==> config.mk <==
export PLATFORM = sky130hd
export DESIGN_NAME = scoreboard_stall
export DESIGN_NICKNAME = d
export VERILOG_FILES = /design/src/rtl/scoreboard_stall.sv
export SDC_FILE = /design/constraint.sdc
export NUM_CORES = 1
export LEC_CHECK = 0
export CORE_MARGIN = 2
export CORE_UTILIZATION = 50
export CTS_CLUSTER_DIAMETER = 200
export DETAILED_ROUTE_END_ITERATION = 16
export PLACE_DENSITY = 0.82
export SYNTH_ARGS = -nofsm -noshare
export SYNTH_HDL_FRONTEND = slang
export SYNTH_SLANG_ARGS = --single-unit
==> constraint.sdc <==
create_clock -name clk -period 3.3 [get_ports clk]
set_clock_uncertainty 0.1 [all_clocks]
set_input_delay 0.66 -clock clk [delete_from_list [all_inputs] [get_ports clk]]
set_output_delay 0.66 -clock clk [all_outputs]
set_load 0.05 [all_outputs]
==> src/rtl/scoreboard_stall.sv <==
// Issue-side hazard scoreboard: holds decode->execute (issueReady, combinational) on RAW/WAW against
// in-flight loads and long ops, or on a busy long unit; bookkeeping updates one cycle after accept.
module scoreboard_stall #(
   parameter int LONG_LATENCY      = 8,
   parameter int STALL_COUNT_WIDTH = 32
) (
   input  logic                         clk,
   input  logic                         rst_n,
   input  logic                         issueValid,
   output logic                         issueReady,
   input  logic [4:0]                   issueRs1,
   input  logic [4:0]                   issueRs2,
   input  logic                         issueUsesRs1,
   input  logic                         issueUsesRs2,
   input  logic [4:0]                   issueRd,
   input  logic                         issueWritesRd,
   input  logic [1:0]                   issueClass,
   input  logic                         loadDoneValid,
   input  logic [4:0]                   loadDoneRd,
   input  logic                         killValid,
   input  logic [4:0]                   killRd,
   input  logic                         killIsLong,
   output logic                         longBusy,
   output logic [STALL_COUNT_WIDTH-1:0] stallCount
);

   localparam logic [4:0] LongLatency = 5'(LONG_LATENCY);

   // Bit 0 exists only to keep indexing simple; it is never set.
   logic [31:0] pending, pendingNext;
   logic [4:0]  longRd, longRdNext;
   logic [4:0]  longCnt, longCntNext;
   logic        rawHaz, wawHaz, structHaz;
   logic        accept, isLong, isTracked;

   assign longBusy  = (longCnt != 5'd0);
   assign isLong    = (issueClass == 2'd2);
   assign isTracked = (issueClass == 2'd1) || isLong;

   always_comb begin
      rawHaz     = (issueUsesRs1 && (issueRs1 != 5'd0) && pending[issueRs1]) ||
                   (issueUsesRs2 && (issueRs2 != 5'd0) && pending[issueRs2]);
      wawHaz     = issueWritesRd && (issueRd != 5'd0) && pending[issueRd];
      structHaz  = isLong && longBusy;
      issueReady = !(rawHaz || wawHaz || structHaz);
      accept     = issueValid && issueReady;
   end

   // Clears first, then the accept-side set, so a new producer beats a stale clear.
   always_comb begin
      pendingNext = pending;
      if (longCnt == 5'd1)
         pendingNext[longRd] = 1'b0;
      if (loadDoneValid)
         pendingNext[loadDoneRd] = 1'b0;
      if (killValid)
         pendingNext[killRd] = 1'b0;
      if (accept && issueWritesRd && (issueRd != 5'd0) && isTracked)
         pendingNext[issueRd] = 1'b1;
      pendingNext[0] = 1'b0;
   end

   always_comb begin
      longCntNext = longCnt;
      longRdNext  = longRd;
      if (accept && isLong) begin
         longCntNext = LongLatency;
         longRdNext  = issueRd;
      end else if (killValid && killIsLong) begin
         longCntNext = 5'd0;
      end else if (longCnt != 5'd0) begin
         longCntNext = longCnt - 5'd1;
      end
   end

   always_ff @(posedge clk or negedge rst_n) begin
      if (!rst_n) begin
         pending    <= '0;
         longRd     <= '0;
         longCnt    <= '0;
         stallCount <= '0;
      end else begin
         pending <= pendingNext;
         longRd  <= longRdNext;
         longCnt <= longCntNext;
         if (issueValid && !issueReady && (stallCount != '1))
            stallCount <= stallCount + 1'b1;
      end
   end

endmodule

==> impl_summary.log <==
INFO  metric timing.rr.end = longRd[4]
INFO  metric min_path_type = primary input to async pin
INFO  metric fp.dieH = 101.6 µm
INFO  metric postCtsHoldBufs = 0
INFO  metric r2r-start = pending[19]
INFO  metric syn_nets = 517
INFO  metric vias = 4603
INFO  metric synth-compound-area-share = 17.04%
INFO  metric via_per_instance_ratio = 6.447
INFO  metric place.port_buffers = 69
INFO  metric final_max_slew_viol_count = 0
INFO  metric wl_met1 = 5964 µm
INFO  metric critical_path_peak_fanout = 5
INFO  metric synth_top_family_by_area = simple AND/OR/NAND/NOR gates
INFO  metric wl_met3 = 1424 µm
INFO  metric timing_worst_setup_path_type = primary input to primary output
INFO  metric synthXorXnorAreaFrac = 6.250%
INFO  metric routed_wl = 14610 µm
INFO  metric layout-area-overhead-vs-synth = 29.12%
INFO  metric seq_area = 0.001831 mm²
INFO  metric multiInputGateArea = 0.002819 mm²
INFO  metric cts_buffers = 9
INFO  metric ys_types = 51
INFO  metric routedWlPerCell = 20.47 µm
INFO  metric fp.coreArea = 0.009240 mm²
INFO  metric detail_route.iter0.violations = 537
INFO  metric setup-violations-final = 1
INFO  metric groute.usage.overall = 29.18%
INFO  metric yosysSeqAreaShare = 38.34%
INFO  metric max_freq = 0.2994 GHz
INFO  metric grt.overflow.total = 0
INFO  metric fp.dieArea = 0.01033 mm²
INFO  metric synthesis.area_per_instance = 10.01 µm²
INFO  metric netlist_top_cells_area = dfrtp_1 (38%), mux4_2 (8.0%), xor2_1 (5.3%)
INFO  metric filler_cell_count = 744
INFO  metric critical_path_arrival = 2.58 ns
INFO  metric critPathLaunchType = primary input
INFO  metric fp.dieW = 101.6 µm
INFO  metric timing.reg2reg.setup_slack = 0.17 ns
INFO  metric antenna_violations_before_repair = 0
INFO  metric rows = 35
INFO  metric effective_utilization_at_floorplan = 51.56%
INFO  metric worst_r2r_path_depth = 10
INFO  metric h-tree-depth = 3
INFO  metric place_congestion = 0.9672
INFO  metric final_antenna_net_count = 0
INFO  metric ys.warnings.count = 0
INFO  metric violations_in_the_final_reports = negative setup slack
INFO  metric most-common-layout-cells = dfrtp_1 (70), clkdlybuf4s50_1 (58), buf_4 (38)
INFO  metric post_synth_and_or_nand_nor_area_fraction = 20.61%
INFO  metric minimum_setup_slack_after_placement = -0.5132 ns
INFO  metric first_pass_grt_wire_length = 22990 µm
INFO  metric post_layout_net_count = 621
INFO  metric hold-worst-slack = 0.2412 ns
INFO  metric max-vdd-ir-drop = 0.0005731 V
INFO  metric total_standard_cell_area_after_synthesis = 0.004765 mm²
INFO  metric ys_seq_elements = 73
INFO  metric clockBufferDepth = 2
INFO  metric final.setup.tns = -0.03976 ns
INFO  metric synth.mux.area_fraction = 13.29%
INFO  metric highest_layer = met4
INFO  metric post-route-util = 66.58%
INFO  metric cellLeakagePower = 2.560 nW
INFO  metric clk_pin_slew = 0.09 ns
INFO  metric synth.largest_area_cell = dfrtp_1
INFO  metric rsz0062_at_grt = true
INFO  metric root_buffer = clkbuf_8
INFO  metric drtPass1Iterations = 5
INFO  metric maxCapViolCount = 0
INFO  metric required = 2.54 ns
INFO  metric worst_slew_pin_slew = 0.7253 ns
INFO  metric synth_top_area_share = 38.34%
INFO  metric grt_pass1_vias = 4387
INFO  metric period_minus_slack = 3.340 ns
INFO  metric netlist_instances = 476
INFO  metric max_slew_margin = 51.64%
INFO  metric num_antenna_cells = 0
INFO  metric numPlacedInstances = 695
INFO  metric status = finished with violations
INFO  metric timing_hold_violations_final = 0
INFO  metric synth-adder-area-share = 1.313%
INFO  metric power = 2.912 mW
INFO  metric tritoncts = yes
INFO  metric route.detailed.drc = 0
INFO  metric setup_slack = -0.03976 ns
INFO  metric final-instance-count-excl-fill = 714
INFO  metric drive_gt1_share = 17.78%
INFO  metric power_density = 473.3 mW/mm²
INFO  metric dpl.hpwl = 10520 µm
INFO  metric met2_length = 6740 µm
INFO  metric mostFrequentLayoutCell = dfrtp_1
INFO  metric critPathCaptureType = primary output
INFO  metric worstSkewPairLatency = 0.36 ns
INFO  metric tritoncts_num_sinks = 73
INFO  metric finalCritPeriodShare = 101.2%
INFO  metric grt_start_max_net_pins = 43
INFO  metric num_io_pins = 70
INFO  metric dpl-instance-area = 0.005858 mm²
INFO  metric final_cell_area = 0.006152 mm²
==> cell type report <==
type,count,area share [%]
clock inverters,7,1.261
multi-input cells,373,45.82
clock buffers,9,2.013
repair buffers,114,17.98
well taps,129,2.624
inverters,9,0.5491
flip-flops and latches,73,29.75
==> worst max-delay path: stages <==
cell and delay, ns:
buf_2 0.08, buf_6 0.12, mux4_2 0.49, mux4_2 0.47, o211ai_1 0.24, and4b_1 0.28, buf_12 0.12, buf_12 0.12
==> layer usage <==
| metal | global-route usage [%] | vias up |
|---|---|---|
| met4 | 12.47 | 0 |
| met2 | 43.22 | 259 |
| met5 | 0 | - |
| li1 | - | 2047 |
| met1 | 41.45 | 2250 |
| met3 | 6.418 | 47 |
==> worst max path at each step <==
stage | start | endpoint | slack (ns) | cells after the start
detailed placement | issueRs1[1] | issueReady | -0.51 | 9
CTS | issueRs1[1] | issueReady | -0.1 | 9
global route | pending[19] | issueReady | -0.10 | 7
global placement | issueRs1[1] | issueReady | -0.47 | 9
finish | issueRs2[1] | issueReady | -0.04 | 8
floorplan | issueRs1[1] | issueReady | 0.05 | 8
==> registers in the layout, indices dropped and copies added (netlist names) <==
name and cells:
stallCount 32, longRd 5, pending 31, longCnt 5
==> cell usage after synthesis, drive strengths merged <==
| cell | count |
|---|---|
| xor2 | 29 |
| nor3b | 9 |
| nor2b | 3 |
| nor4 | 10 |
| o221ai | 1 |
| a32oi | 1 |
| clkbuf | 8 |
| buf | 13 |
| inv | 9 |
| mux2 | 8 |
| mux2i | 16 |
| a21oi | 2 |
| nand3b | 8 |
| nor2 | 24 |
| ha | 5 |
| o22ai | 5 |
| nand2b | 7 |
| nor4bb | 1 |
| nand2 | 33 |
| o21bai | 3 |
| nand4 | 7 |
| nand3 | 20 |
| and3 | 7 |
| xnor2 | 5 |
| a31oi | 1 |
| nor4b | 4 |
| mux4 | 17 |
| nor3 | 22 |
| or3b | 5 |
| and3b | 4 |
| a2bb2oi | 1 |
| and2 | 3 |
| or4 | 2 |
| and4b | 1 |
| o21ai | 33 |
| or3 | 4 |
| dfrtp | 73 |
| nand4b | 1 |
| a22oi | 31 |
| a2111oi | 2 |
| a211oi | 1 |
| o31ai | 3 |
| o22a | 1 |
| o211ai | 33 |
==> kinds of logic after synthesis <==
| group | count (synthesis) |
|---|---|
| AO/OA/AOI/OAI | 118 |
| XOR/XNOR | 34 |
| adder cells (fa/ha/maj) | 5 |
| buffers and inverters | 30 |
| flip-flops | 73 |
| multiplexers | 41 |
| AND/OR/NAND/NOR | 175 |
==> report_power, final <==
group	internal, mW	switching, mW
combinational	0.420	0.572
sequential	1.01	0.177
clock	0.356	0.374
total	1.79	1.12
==> what timing repair did <==
item                                    CTS  global route
endpoints found under the setup margin   34             2
pin swaps                                 5             4
setup buffers                             1             2
gates cloned                              0             1
resized for setup                        22             9
No activity file was read; power rests on OpenSTA's default activity.
